==> src/rtl/interrupt_sequencer_pkg.sv <==
// Shared types and widths for the interrupt entry / RTI sequencer and the
// memory-stage interface it pushes and pops through.
package interrupt_sequencer_pkg;

  localparam int unsigned WORD_W     = 16;
  localparam int unsigned PC_WIDTH   = 2 * WORD_W;
  localparam int unsigned FLAG_WIDTH = 3;  // Z, N, C

  localparam logic [PC_WIDTH-1:0] DEFAULT_INT_VECTOR = 32'h0000_0002;

  // Pipeline control bundle widths seen by the memory-stage interface.
  localparam int unsigned EX_CTRL_W  = 13;
  localparam int unsigned MEM_CTRL_W = 7;
  localparam int unsigned WB_CTRL_W  = 6;

  typedef enum logic [3:0] {
    IDLE,
    DRAIN,
    PUSH_PCH,
    PUSH_PCL,
    PUSH_FLG,
    INT_LOAD,
    POP_FLG,
    POP_PCL,
    POP_PCH,
    RTI_LOAD
  } seq_state_t;

endpackage

==> src/rtl/interrupt_sequencer_int_edge_detect.sv <==
// Rising-edge detector on the external interrupt line with a one-deep
// pending latch; a new edge wins over a same-cycle clear.
module int_edge_detect (
  input  logic clk,
  input  logic rst,
  input  logic level,
  input  logic clr,
  output logic pending
);

  logic level_q;
  logic rise;

  assign rise = level & ~level_q;

  // level_q resets high so a line already asserted across reset release
  // needs a fresh 0->1 transition before it counts as a request.
  always_ff @(posedge clk or negedge rst) begin
    if (!rst) begin
      level_q <= 1'b1;
      pending <= 1'b0;
    end else begin
      level_q <= level;
      if (rise)
        pending <= 1'b1;
      else if (clr)
        pending <= 1'b0;
    end
  end

endmodule

==> src/rtl/interrupt_sequencer.sv <==
// Hardware interrupt entry (drain, push PC/flags, load vector) and RTI
// (pop flags/PC, reload) sequencer sitting ahead of the fetch stage.
module interrupt_sequencer
  import interrupt_sequencer_pkg::*;
#(
  parameter int unsigned       W            = WORD_W,
  parameter int unsigned       PC_W         = 2 * W,
  parameter int unsigned       FLAG_W       = FLAG_WIDTH,
  parameter int unsigned       DRAIN_CYCLES = 3,
  parameter logic [PC_W-1:0]   INT_VECTOR   = DEFAULT_INT_VECTOR
) (
  input  logic              clk,
  input  logic              rst,
  input  logic              interrupt,
  input  logic              rti_req,
  input  logic [PC_W-1:0]   ret_pc,
  input  logic [FLAG_W-1:0] flags_in,
  output logic              push_valid,
  output logic [W-1:0]      push_data,
  input  logic              push_ready,
  output logic              pop_req,
  input  logic              pop_valid,
  input  logic [W-1:0]      pop_data,
  output logic              stall,
  output logic              pc_load,
  output logic [PC_W-1:0]   pc_target,
  output logic              flags_load,
  output logic [FLAG_W-1:0] flags_out,
  output logic              busy
);

  seq_state_t        state, next_state;
  logic [3:0]        drain_cnt;
  logic [PC_W-1:0]   pc_q;    // return PC on entry, rebuilt PC on RTI
  logic [FLAG_W-1:0] flg_q;   // flags on entry, restored flags on RTI
  logic              pending;
  logic              clr_pending;

  int_edge_detect u_edge (
    .clk     (clk),
    .rst     (rst),
    .level   (interrupt),
    .clr     (clr_pending),
    .pending (pending)
  );

  // NOTE: every register, datapath latches included, takes a defined reset
  // value so an aborted frame never leaks stale PC or flags into a later one.
  always_ff @(posedge clk or negedge rst) begin
    if (!rst) begin
      state     <= IDLE;
      drain_cnt <= '0;
      pc_q      <= '0;
      flg_q     <= '0;
    end else begin
      // NOTE: non-blocking assignments so every register updates from the
      // same pre-edge values regardless of statement order.
      state <= next_state;
      case (state)
        IDLE:
          if (clr_pending) drain_cnt <= 4'(DRAIN_CYCLES - 1);
        DRAIN:
          if (drain_cnt == '0) begin
            pc_q  <= ret_pc;
            flg_q <= flags_in;
          end else begin
            drain_cnt <= drain_cnt - 4'd1;
          end
        POP_FLG:
          if (pop_valid) flg_q <= pop_data[FLAG_W-1:0];
        POP_PCL:
          if (pop_valid) pc_q[W-1:0] <= pop_data;
        POP_PCH:
          if (pop_valid) pc_q[PC_W-1:W] <= pop_data;
        default: ;
      endcase
    end
  end

  // Outputs decode the registered state and latches only; push_ready and
  // pop_valid steer next_state alone.
  always_comb begin
    // NOTE: defaults first so no path through the case leaves an output
    // unassigned and infers a latch.
    next_state  = state;
    clr_pending = 1'b0;
    push_valid  = 1'b0;
    push_data   = '0;
    pop_req     = 1'b0;
    pc_load     = 1'b0;
    pc_target   = '0;
    flags_load  = 1'b0;
    flags_out   = '0;
    case (state)
      IDLE: begin
        if (rti_req) begin
          next_state = POP_FLG;
        end else if (pending) begin
          clr_pending = 1'b1;
          next_state  = DRAIN;
        end
      end
      DRAIN:
        if (drain_cnt == '0) next_state = PUSH_PCH;
      PUSH_PCH: begin
        push_valid = 1'b1;
        push_data  = pc_q[PC_W-1:W];
        if (push_ready) next_state = PUSH_PCL;
      end
      PUSH_PCL: begin
        push_valid = 1'b1;
        push_data  = pc_q[W-1:0];
        if (push_ready) next_state = PUSH_FLG;
      end
      PUSH_FLG: begin
        push_valid = 1'b1;
        push_data  = {{(W-FLAG_W){1'b0}}, flg_q};
        if (push_ready) next_state = INT_LOAD;
      end
      INT_LOAD: begin
        pc_load    = 1'b1;
        pc_target  = INT_VECTOR;
        next_state = IDLE;
      end
      POP_FLG: begin
        pop_req = 1'b1;
        if (pop_valid) next_state = POP_PCL;
      end
      POP_PCL: begin
        pop_req = 1'b1;
        if (pop_valid) next_state = POP_PCH;
      end
      POP_PCH: begin
        pop_req = 1'b1;
        if (pop_valid) next_state = RTI_LOAD;
      end
      RTI_LOAD: begin
        pc_load    = 1'b1;
        pc_target  = pc_q;
        flags_load = 1'b1;
        flags_out  = flg_q;
        next_state = IDLE;
      end
      default: next_state = IDLE;
    endcase
  end

  assign busy  = (state != IDLE);
  assign stall = busy;

endmodule

==> config.mk <==
export PLATFORM = sky130hd
export DESIGN_NAME = interrupt_sequencer
export DESIGN_NICKNAME = d
export VERILOG_FILES = /design/src/rtl/interrupt_sequencer_pkg.sv /design/src/rtl/interrupt_sequencer_int_edge_detect.sv /design/src/rtl/interrupt_sequencer.sv
export SDC_FILE = /design/constraint.sdc
export NUM_CORES = 1
export LEC_CHECK = 0
export BUFFER_PORTS_ARGS = -buffer_cell sky130_fd_sc_hd__buf_2
export CAP_MARGIN = 5
export CORE_MARGIN = 2
export CORE_UTILIZATION = 53
export DETAILED_ROUTE_END_ITERATION = 10
export PLACE_DENSITY_LB_ADDON = 0.3
export SYNTH_ARGS = -nofsm -noshare
export SYNTH_HDL_FRONTEND = slang
export SYNTH_HIERARCHICAL = 1
export SYNTH_SLANG_ARGS = --single-unit
==> constraint.sdc <==
create_clock -name clk -period 5.4 [get_ports clk]
set_input_delay 0.54 -clock clk [delete_from_list [all_inputs] [get_ports clk]]
set_output_delay 0.54 -clock clk [all_outputs]
set_load 0.005 [all_outputs]
# Word-level counts from Yosys, hierarchy flattened
# Cells that the tools add are included.
dict set report classes {
  n_eq_ne 19
  reduce_logical 16
  n_mux 32
  add_sub_neg 1
  bitwise_logic 2
}
# op n
set op_table {}
lappend op_table {{$pmux 16 s2} 2}
lappend op_table {{$pmux 32 s2} 1}
lappend op_table {{$pmux 16 s3} 1}
lappend op_table {{$mux 4} 11}
lappend op_table {{$mux 32} 1}
lappend op_table {{$pmux 4 s8} 1}
lappend op_table {{$ne 2x2->1 const B} 9}
lappend op_table {{$eq 4x3->1 const B} 4}
lappend op_table {{$mux 16} 1}
lappend op_table {{$reduce_and 3->1} 4}
lappend op_table {{$reduce_bool 2->1} 5}
lappend op_table {{$mux 1} 9}
lappend op_table {{$mux 3} 3}
lappend op_table {{$eq 4x2->1 const B} 2}
lappend op_table {{$eq 4x4->1 const B} 2}
lappend op_table {{$logic_not 4->1} 2}
lappend op_table {{$pmux 4 s2} 1}
lappend op_table {{$reduce_and 8->1} 1}
lappend op_table {{$pmux 3 s2} 1}
lappend op_table {{$reduce_or 3->1} 2}
lappend op_table {{$eq 4x1->1 const B} 1}
lappend op_table {{$reduce_bool 4->1} 1}
lappend op_table {{$sub 4x1->4 const B} 1}
lappend op_table {{$ne 3x2->1 const B} 1}
lappend op_table {{other kinds (3)} 3}
dict set report word_totals {
  wordCells 77
  register_bits 45
  output_inout_bits 57
}

# Longest topological paths before layout
# Gate-level depths: netlist of run 1.
dict set report logic_depth {
  word_depth 5
  mapped_depth 8
  mapped_depth_nobuf 6
}

# Modules after synthesis
# The synthesis of run 1 kept the hierarchy.
# mod cells_each area_per_inst_um2 instances seq_area_each_um2
set by_module_without_submodules {}
lappend by_module_without_submodules {interrupt_sequencer 252 2864.0 1 1076.0}
lappend by_module_without_submodules {int_edge_detect 5 71.3 1 51.3}

# Worst setup path after synthesis of run 1
# No wires, ideal clock.
dict set report synth_path {
  path_kind {reg2out}
  startpoint {register state[3]}
  endpoint {output push_data[11]}
  path_stages_with_launch 5
  arrival_time_ps 1773
  n_path_buf 2
  setup_slack_ps 3087
  cell_sequence {dfrtp_1 clkbuf_1 nor4b_1 buf_2 a22o_1}
}
dict set report synth_via {
  elab_chain_cells 2
}
# item line_no
set synth_lines {}
lappend synth_lines {{start, declared} interrupt_sequencer.sv:32} ;# seq_state_t state, next_state;
lappend synth_lines {{start signal, assigned} interrupt_sequencer.sv:58} ;# state <= next_state;
lappend synth_lines {{$eq 4x3->1 / $eq 4x2->1 (equally long branches)} interrupt_sequencer.sv:94} ;# case (state)
lappend synth_lines {{$pmux 16 s3 *} interrupt_sequencer.sv:94}
lappend synth_lines {{end, declared} interrupt_sequencer.sv:19} ;# output logic [W-1:0] push_data,
# Mark *: on every way between the ends. The rest lies on a longest branch, timed or not.

# Worst setup path in the final report of run 1
dict set report layout_path {
  startpoint {register state[1]}
  endpoint {output push_data[2]}
}
# Same word-level chain as after synthesis.

==> results.txt, run 1 <==
The run finished with clean final reports. Of all nets on the critical path, the largest fanout is 19. TritonCTS built the clock tree. The worst hold path cell count came out at 1. For this run, the post-layout net count is 418.

The worst setup path is captured at a primary output. The worst hold path class is in2reg. The run gives 2,418 as the total vias in the final route. Walking the worst path, the cells encountered are nand2_1 > nor3_2 > a222oi_1 > inv_1 > buf_2. The tools report the final-report max-slew violation count as 0. Across every metal layer, demand over resource in global routing totals 24.2%. The initial utilization of the core area, before any placement, comes to 54.0%. The tool flagged a number of max-cap violations equal to 0.

The total overflow left after global routing is 0. After filler insertion, the fill cell instance count of the layout stands at 439. For met3 alone, demand over resource in global routing was 4.71%.

Global routing used 41.5% of the available met2 tracks. The die is 78.4 um wide. The average instance in the mapped netlist occupies 11.4 um^2. Setup repair after global routing left no endpoint under its margin. The run gives 0 as the final hold violation count.

The number of cells on the worst reg-to-reg path was 4. The run gives 45 as the total number of clock tree sinks. The tools report the synthesized netlist net count as 315.

Stage delay of the slowest cell on the critical path: 0.92 ns. For the final routed database, the setup TNS stands at 0 ns. The tools report the startpoint kind of the worst setup timing path as a flop.

For met1 alone, demand over resource in global routing was 30.9%. The critical path data required time is 4.86 ns, and the slew of the pin with the lowest slew margin is 1.18 ns. The critical path is of the reg2out type. For this design, the slowest cell found on the critical path is nor3_2. The worst path meets setup with 2.35 ns of slack.

In this run the count of I/O pins placed on the die edge is 114. The most instantiated flip-flop cell in the synthesis netlist was dfrtp_1. Once layout is complete, the cells apart from fillers number 433. Global-route wire length before repair: 11.6 mm. The core region area is 0.00544 mm^2. Entering global routing, the biggest net connects 46 pins. The number of input and output port buffers inserted is 113, and the quantity of gates resized following cts is 0. The logs give 108 for the number of DRC markers in iteration 0 and 0 for the final routed DRC violation total. The data arrival at the endpoint of the critical path is 2.51 ns, and the die extent in y is 78.4 um. Leading area contributor after synthesis: dfrtp_1. The most common cell in the synthesized netlist is mux2_2. The number of antenna violations at the first check in global routing was 0; the area overhead of the layout relative to synthesis was 23.9%.

After detailed routing, the average wire length per cell comes to 16.5 um. Register bit count reported by yosys: 45. Summed over all layers, the routed wires come to 7.16 mm. The worst-case IR drop observed on VDD is 0.264 mV. The number of different library cells in the post-synthesis netlist is 47. The path with the worst hold slack has its endpoint at u_edge/level_q.

The post-layout minimum cycle time works out to 3.05 ns. The average via count per standard cell was 5.58. The post-route clock period utilization was 56.4%; the number of detailed-route iterations in the first pass was 5. Clock-pin slew was measured on the worst setup and hold paths at 0.09 ns. The run gives 0 as the antenna diode count. The upper clock frequency limit is 0.328 GHz, and the number of flops mapped to enable cells by yosys is 0.

Summed over its instances, the top area cell type makes up 37.5% of the synthesized netlist area. The number of placed instances, taps included, is 425. The async set or reset register ratio after synthesis works out to 100%.

Routability-driven placement finished with a final weighted congestion of 0.809. The floorplan has 27 rows. Counting every instance in the synthesized netlist gives 257. The worst-case clock skew is 0.00584 ns. The clock root buffer was clkbuf_8. In this run, CTS created clock tree buffers numbering 5. The startpoint of the most critical register-to-register path is state[2]. The portion of the post-synthesis area used by sequential elements is 38.4%, and the final setup violation count is 0. After global routing, the most crowded layer is met2. Sorting the synthesized cells by area gives the leading types as dfrtp_1 38%, mux2_2 17%, and2_1 7.2%, mux2_4 7.2%, mux2_1 4.6%. The minimum setup slack after placement was 2.70 ns; the number of synthesis warnings was 6.

The worst pin sits at a relative slew slack of 20.9%. For this design, the CTS-stage hold fixing added 0 buffers. Remaining antenna violation count: 0. Summed over all nets, the half-perimeter wirelength after detailed placement is 5.06 mm. The via count of the first global-routing pass is 2,344. Sorting the synthesized cells by how often they occur yields 45 x mux2_2, 44 x dfrtp_1, 34 x and2_1. The logs give 1.83 nW for the leakage power and 66.9% for the utilization of the core after routing.

Post-CTS timing repair inserted 0 buffers for setup. In this run the critical register-to-register path is captured at pc_q[0]. In this run the cell area of the synthesized design comes to 0.00294 mm^2.

The later pin in the worst-skew pair is clocked with a latency of 0.31 ns. Dividing total power by cell area gives a power density of 467 mW/mm^2. Cells with a size suffix above 1 make up 53.5% of the layout.

The longest clock path from root to sink contains 2 buffers. In this run the most critical hold path is launched from interrupt. In this run the register-to-register setup slack is 2.68 ns.

The floorplan step defined a die boundary enclosing 0.00615 mm^2. The deepest level of the CTS H-tree was 2.
## through the flow
stage / hold slack, ns / cell area, um^2 / power (mW)
finish: 0.336 / 3640 / 1.70
global route: 0.331 / 3640 / 1.81
CTS: 0.334 / 3640 / 1.71
detailed placement: 0.497 / 3500 / 1.39
global placement: 0.487 / 3500 / 1.36
floorplan: 0.244 / 2940 / 1.17
## logic make-up (layout without fill, tap and decap cells)
family	Yosys count	in the layout	share of synthesized area, %
flip-flops	45	45	38.4
buffers and inverters	26	130	4.86
adder cells (fa/ha/maj)	1	1	0.426
XOR/XNOR	2	2	0.597
multiplexers	71	71	29.0
AO/OA/AOI/OAI	37	37	10.4
AND/OR/NAND/NOR	75	75	16.2
## worst max-delay path: cells and delay by family, from the launching register on
family | cells | cell delay (ns)
AND/OR/NAND/NOR | 2 | 1.09
flip-flops | 1 | 0.68
buffers and inverters | 2 | 0.22
AO/OA/AOI/OAI | 1 | 0.20
## sequential cells by signal, indices dropped and copies added (netlist names)
name            cells
u_edge/pending      1
pc_q               32
flg_q               3
drain_cnt           4
u_edge/level_q      1
state               4
## placed cells by master, fill, tap and decap left out, types with 5 or more instances in the layout
| master | count |
|---|---|
| and2_1 | 34 |
| a22o_1 | 13 |
| o21ai_0 | 7 |
| buf_2 | 113 |
| clkbuf_8 | 5 |
| mux2_4 | 14 |
| nand2b_1 | 5 |
| inv_1 | 8 |
| mux2_1 | 12 |
| mux2_2 | 45 |
| dfrtp_1 | 44 |
## routing by layer
metal  wire length (um)  vias up
met5                  0        -
met4                109        0
met3                392       11
met2               3490       94
met1               3160     1177
li1                   -     1136
## layout make-up
type / instances / area (um^2) / share of cell area (%)
clock inverters: 3 / 68.8 / 1.89
multi-input cells: 186 / 1680 / 46.2
flip-flops and latches: 45 / 1130 / 31.0
clock buffers: 5 / 68.8 / 1.89
well taps: 72 / 90.1 / 2.48
repair buffers: 114 / 573 / 15.8
inverters: 8 / 30.0 / 0.826
## power breakdown
group / leakage (nW) / switching, mW / internal (mW)
combinational: 1.23 / 0.314 / 0.399
clock: 0.0687 / 0.123 / 0.186
sequential: 0.528 / 0.170 / 0.505
## worst max-delay path by stage
| stage | from | to | slack, ns | depth (start not counted) |
|---|---|---|---|---|
| after floorplan | state[3] | push_data[11] | 3.09 | 4 |
| after global placement | state[2] | pc_q[7] | 2.78 | 4 |
| after detailed placement | state[2] | pc_q[4] | 2.70 | 4 |
| after CTS | state[1] | push_data[1] | 2.38 | 5 |
| after global routing | state[1] | push_data[0] | 2.14 | 5 |
| final | state[1] | push_data[2] | 2.35 | 5 |
Note: power is estimated with default switching activity, not from simulation.
==> inputs of run 2 (changes only) <==
Settings changed: CORE_UTILIZATION 53 to 49.
Clock period 5.4 ns to 2.9 ns, I/O delays scaled along.
==> run 2 against run 1 <==
Effect of this change:
- routed wire length increased by 1.5%
- via count decreased by 0.79%
- combinational power increased by 89%
- die area increased by 7.7%
- sequential share of layout area increased by 0.11 points
- critical endpoint is now push_data[1]
==> results.txt, run 2 (synthesized netlist as in run 1, its figures left out) <==
Die outline width: 81.4 um. The routed layout has 2,399 vias. The final hold violation count is 0, and the count of hold buffers inserted by post-cts repair is 0. The post-route cell area came out at 0.00362 mm^2. The flow ran to the end, and the final reports show no timing, DRC or antenna violations. The die area came out at 0.00663 mm^2. Setup repair after global routing left no endpoint under its margin.

Final-report max-slew violation count: 0. The average via count per standard cell is 5.45, and the data arrival at the endpoint of the critical path is 2.19 ns. The antenna diode count was 0. In this run the critical register-to-register path is captured at pc_q[7].

On the final layout, the worst clock skew is 0.00466 ns. The placer's final routability congestion estimate was 0.805. The run gives 45 as the total number of clock tree sinks.

The critical path is of the reg2out type. TritonCTS built the clock tree. The fraction of layout cells with a size suffix above 1 was 54.0%; the net load switching power was 1.13 mW. At the worst endpoint, the required time is 2.61 ns. The die extent in y came out at 81.4 um.

Post-CTS clock slew at the launch and capture registers of the worst setup and hold paths: 0.09 ns. The leakage power was 1.83 nW; the flip-flop count of the largest register, all copies and words added was 32. Clock latency on the worst-skew pair, taken at its later pin, is 0.30 ns. Max-cap violations in this run came to 0. The worst-path maximum fanout works out to 16. The post-layout minimum cycle time came out at 2.48 ns.

The critical path starts at state[3]. The library cell used most frequently in the layout, excluding fill and tap cells, is buf_2. The final-stage net count came out at 422. The internal portion of the total power is 1.86 mW. More flip-flops sit in one register than any other, and that register is pc_q. Total I/O pin count: 114.

The number of cells on the worst reg-to-reg path is 6, and the deepest level of the CTS H-tree is 2. Total global routing track utilization: 22.8%. The quantity of gates resized following cts is 0. From synthesis to final layout, the design area changed by 23.5%. The starting density of the core is 50.2%. Row count: 28. Walking the worst path, the cells encountered are nand2b_1 > nor3_1 > a222oi_1 > inv_1 > buf_2. Once the clock tree was built, the setup fixing pass inserted 0 buffers. For the number of standard cells in the layout, taps in and fillers out, the log shows 440. In this run, the number of DRC markers left after iteration 0 of detailed routing was 108.

The logs give 0 for the total global routing overflow and 0 for the final routed DRC violation total. The run gives 4 as the number of detailed-route iterations in the first pass. In this run the critical register-to-register path is launched from drain_cnt[0].

The via count of the first global-routing pass came out at 2,301. The first global-routing pass estimated 11.4 mm of wire. Post-detailed-placement half-perimeter wirelength: 5.03 mm. Timing would allow up to 0.403 GHz. Worst hold path class: in2reg. The critical path ends at push_data[1].

The instance area at placement was 0.00353 mm^2. The logs give 0 ns for the sum of negative setup slack and 45.0% for the proportion of power drawn by combinational gates. Entering global routing, the biggest net connects 46 pins. On the worst path, the slowest cell contributes a delay of 0.57 ns. In the final layout, the registers with the most flip-flops are pc_q: 32 flops, drain_cnt: 4 flops, state: 4 flops.

The number of antenna violations at the first check in global routing is 0, and the relative slew slack is 34.1%. Of the total power, the clock network draws 13.2%. Input and output buffers added on the ports amount to 113.

The switching part of the total power was 37.8%. The post-route clock period utilization works out to 85.6%. Counting tap cells, the placed design contains a total of 432 instances. The average wire length per cell after detail routing came out at 16.5 um. STA classifies the critical path endpoint as a primary output.

The sequential share of power was 41.8%; the total power density per cell area was 827 mW/mm^2. On the critical path, the stage with the largest delay is an instance of dfrtp_1. Setup slack on the worst reg-to-reg path comes out at 0.51 ns. The tree is rooted in a clkbuf_8. The core region area is 0.00585 mm^2, and the total detailed-routing wirelength is 7.27 mm. The slew of the pin with the lowest slew margin is 0.988 ns. The clock tree buffer depth came out at 2. The worst setup path is launched from a flop.

Remaining antenna violation count: 0. For the total of fill cells in the finished design, the log shows 505. The top cell types in the final layout, fill and taps aside, are 113 x buf_2, 45 x mux2_2, 44 x dfrtp_1. The final setup violation count is 0, and the total clock buffers created by CTS is 5. The worst-case IR drop observed on VDD is 0.398 mV.
[run 2: changes by cell type in the layout (fill, tap and decap cells not counted)]
cell,previous run,this run
clkinv_4,0,2
clkinv_2,0,1
inv_6,1,0
bufinv_16,2,0
buf_4,1,5
[run 2: power by group through the flow]
stage,logic (mW),clock network (mW),registers (mW)
after global routing,1.50,0.429,1.31
after detailed placement,1.35,0,1.26
final,1.35,0.394,1.25
after CTS,1.36,0.402,1.25
after global placement,1.32,0,1.25
after floorplan,1.08,0,1.10
[run 2: stage by stage]
stage	setup slack, ns	power [mW]	hold WS, ns	util (%)
after global placement	0.614	2.56	0.408	60.4
final	0.419	3.00	0.0948	62.0
after detailed placement	0.510	2.61	0.409	60.4
after CTS	0.434	3.01	0.0884	62.0
after global routing	0.196	3.23	0.0861	62.0
after floorplan	0.640	2.18	-0.00559	-
[run 2: worst min path at each step]
| stage | end | cells past startpoint | start |
|---|---|---|---|
| after floorplan | drain_cnt[0] | 0 | rst |
| after global placement | u_edge/level_q | 1 | interrupt |
| after detailed placement | u_edge/level_q | 1 | interrupt |
| after CTS | u_edge/level_q | 1 | interrupt |
| after global routing | u_edge/level_q | 1 | interrupt |
| final | u_edge/level_q | 1 | interrupt |
[run 2: final cells by class]
| class | instances | area (um^2) | area share (%) |
|---|---|---|---|
| timing repair buffer | 118 | 603 | 16.6 |
| sequential | 45 | 1130 | 31.1 |
| multi-input combinational | 186 | 1680 | 46.3 |
| clock inverter | 3 | 22.5 | 0.621 |
| inverter | 8 | 30.0 | 0.828 |
| tap | 75 | 93.8 | 2.59 |
| clock buffer | 5 | 68.8 | 1.90 |
[run 2: routing by layer]
| metal | GRT usage [%] | routed length, um | part of all wire, % |
|---|---|---|---|
| met5 | 0 | 0 | 0 |
| met3 | 5.11 | 534 | 7.3 |
| met1 | 30.0 | 3200 | 44 |
| met2 | 37.3 | 3430 | 47 |
| met4 | 6.95 | 99 | 1.4 |
[run 2: critical path, delay by kind of cell (launching register included)]
kind / cells / cell delay, ns
AO/OA/AOI/OAI: 1 / 0.22
buffers and inverters: 2 / 0.22
flip-flops: 1 / 0.57
AND/OR/NAND/NOR: 2 / 0.88
==> inputs of run 3 (changes only) <==
--- a/config.mk
+++ b/config.mk
@@ -8,7 +8,7 @@
 export BUFFER_PORTS_ARGS = -buffer_cell sky130_fd_sc_hd__buf_2
 export CAP_MARGIN = 5
-export CORE_MARGIN = 2
 export CORE_UTILIZATION = 49
 export DETAILED_ROUTE_END_ITERATION = 10
+export HOLD_SLACK_MARGIN = 0.06
 export PLACE_DENSITY_LB_ADDON = 0.3
 export SYNTH_ARGS = -nofsm -noshare
==> constraint.sdc (replaced) <==
create_clock -name clk -period 2.9 [get_ports clk]
set_input_delay 0.87 -clock clk [delete_from_list [all_inputs] [get_ports clk]]
set_output_delay 0.87 -clock clk [all_outputs]
set_load 0.005 [all_outputs]
==> run 3 against run 2 <==
Effect of this change:
- fmax decreased by 8.3%
- design area increased by 1.0%
- global-route usage increased by 2.0 points
- routed wire length increased by 0.36%
- sequential share of layout area decreased by 0.18 points
- clock power increased by 15%
- final cell count unchanged
- via count increased by 0.38%
- sequential power about the same
==> results.txt, run 3 (synthesized netlist as in run 1, its figures left out) <==
The run finished with clean final reports. Most common library cell in the layout ignoring fill and taps: buf_2. TritonCTS built the clock tree. The total area inside the core boundary comes to 0.00564 mm^2.

The tool flagged a number of max-cap violations equal to 0. Total vias in the final route: 2,408. The first global-routing pass estimated 11.8 mm of wire.

For the worst-skew pair, the clock arrives at the later sink with an insertion delay of 0.30 ns. The die outline width works out to 79.4 um. Setup repair after global routing left no endpoint under its margin.

Once the floorplan was initialized, standard cells occupied 52.0% of the core. The final layout contains routed wiring with a total length of 7.29 mm. The worst path needs 2.70 ns of the cycle, external delays included. Traced cell by cell, the critical path runs through nand2b_1 > nor3_1 > a222oi_1 > inv_1 > buf_2. Summing all flip-flop and latch instances after layout gives 0.00113 mm^2. The number of antenna violations at the first check in global routing came out at 0. The total power density per cell area is 836 mW/mm^2, and the number of DRC markers in iteration 0 is 149.

The clock passes through at most 2 buffers. For this design, the sink count on the clock tree is 45. Of the available clock period, the critical path in the final layout requires 93.3%. The die extent in y was 79.4 um; the stage delay of the slowest cell on the critical path was 0.52 ns. The total global routing overflow is 0, and the post-detailed-placement half-perimeter wirelength is 5.26 mm. Measured against its own limit, the worst slew margin works out to 55.0%. For the final hold violation count, the log shows 0. STA classifies the critical path endpoint as a primary output.

For this run, design rule violations remaining after detail routing come to 0. The run gives 0 ns as the sum of negative setup slack. The reg-to-reg critical path endpoint was pc_q[21]. The final-stage net count came out at 425. The startpoint kind of the worst setup timing path is a flop. At the pin with the least slew margin, the transition time is 0.672 ns. Across all register-to-register paths, the minimum setup slack is 0.52 ns. After detailed routing, the number of vias per cell comes to 5.47. Buffers inserted to repair hold after CTS numbered 0.

The register with the most flip-flops in the final layout is pc_q. The tools report the remaining antenna violation count as 0. For the upper clock frequency limit, the log shows 0.370 GHz. Global routing used 24.7% of the available tracks across all layers. The largest registers in the layout are pc_q: 32 flops, drain_cnt: 4 flops, state: 4 flops. The root buffer cell chosen for the clock tree is clkbuf_8.

In this run the critical register-to-register path is launched from drain_cnt[0]. The fraction of layout cells with a size suffix above 1 was 55.4%; the post-CTS clock slew at the launch and capture registers of the worst setup and hold paths was 0.09 ns. The register with the most flip-flops in the layout has 32 of them.

The deepest level of the CTS H-tree is 2, and the row count is 27. For the maximum vdd ir drop, the log shows 0.477 mV. In this run the worst hold path is classified as in2async. The design draws 3.06 mW.

For the worst flop-to-flop path, the logic depth is 6. Setup violations remaining at the end of the flow were counted as 0. In this run the static leakage power is 1.85 nW. The pin count of the biggest net entering global routing is 26.

Compared with the post-synthesis result, the final layout area differs by 24.8%. The worst setup path is of the reg2out kind. The final-report max-slew violation count is 0.

At the end of routability-driven placement, the weighted congestion stood at 0.805. The die area came out at 0.00630 mm^2. On the critical path, the stage with the largest delay is an instance of dfrtp_2. After clock tree synthesis, the setup repair step added 0 buffers.

The number of input and output port buffers inserted came out at 113. The logs give 2,345 for the via count of the first global-routing pass and 0.00557 ns for the worst-case clock skew. Along the worst path, the maximum fanout reaches 16. The multi-input combinational cells in the finished layout cover a total of 0.00168 mm^2. Dividing the detail-routed wire length by the instance count gives 16.6 um. The quantity of gates resized following cts was 0; the data arrival at the endpoint of the critical path was 1.83 ns. The total I/O pin count was 114; the number of detailed-route iterations in the first pass was 4. Counting the fill cells in the layout gives 467.

The repair_antennas step left the layout with diodes totalling 0. TritonCTS created 5 clock buffers. Critical path data required time: 2.03 ns. Leaving out fill and tap cells, the most frequent cells in the layout are 113 x buf_2, 45 x mux2_2, 40 x dfrtp_1.
[run 3: cell types whose count changed in the layout (fill, tap and decap cells not counted)]
cell,before,now
inv_6,0,1
dfrtp_2,0,4
buf_4,5,8
clkinv_4,2,0
clkbuf_8,5,7
dfrtp_1,44,40
clkinv_2,1,0
[run 3: final cells by class]
cell class	count	area share, %
clock buffer	7	2.63
inverter	8	0.820
timing repair buffer	121	17.1
clock inverter	1	0.239
tap	72	2.46
sequential	45	30.9
multi-input combinational	186	45.8
[run 3: per-stage QoR]
step	instance area, um^2	cells	setup WS (ns)	hold WS (ns)	utilization, %
global placement	3550	432	0.439	0.485	63.0
finish	3660	440	0.196	0.439	64.9
floorplan	2940	257	0.257	0.473	-
global route	3660	440	0.0324	0.453	64.9
CTS	3660	440	0.0515	0.446	64.8
detailed placement	3550	432	0.392	0.494	63.0
[run 3: metal layers]
| metal | GRT usage, % | up-vias | wire length, um |
|---|---|---|---|
| li1 | - | 1148 | - |
| met1 | 32.9 | 1161 | 3230 |
| met2 | 40.3 | 90 | 3540 |
| met3 | 5.14 | 9 | 423 |
| met4 | 7.82 | 0 | 94 |
| met5 | 0 | - | 0 |
[run 3: worst max-delay path by stage]
| stage | start | end | depth (start not counted) |
|---|---|---|---|
| 6_report | state[3] | push_data[1] | 5 |
| 5_1_grt | state[3] | push_data[1] | 5 |
| 4_1_cts | state[3] | push_data[1] | 5 |
| 3_5_place_dp | state[3] | push_data[1] | 5 |
| 3_3_place_gp | state[3] | push_data[1] | 5 |
| 2_1_floorplan | state[3] | push_data[11] | 4 |
[run 3: power by group]
part / switching (mW) / leakage, nW / internal (mW)
Combinational: 0.594 / 1.27 / 0.757
Clock: 0.231 / 0.0549 / 0.220
Sequential: 0.315 / 0.523 / 0.946
Total: 1.14 / 1.85 / 1.92
[run 3: worst max-delay path, delay by kind of cell (launching register included)]
kind | cells | cell delay [ns]
flops | 1 | 0.52
compound gates | 1 | 0.20
buf+inv | 2 | 0.19
simple gates | 2 | 0.63
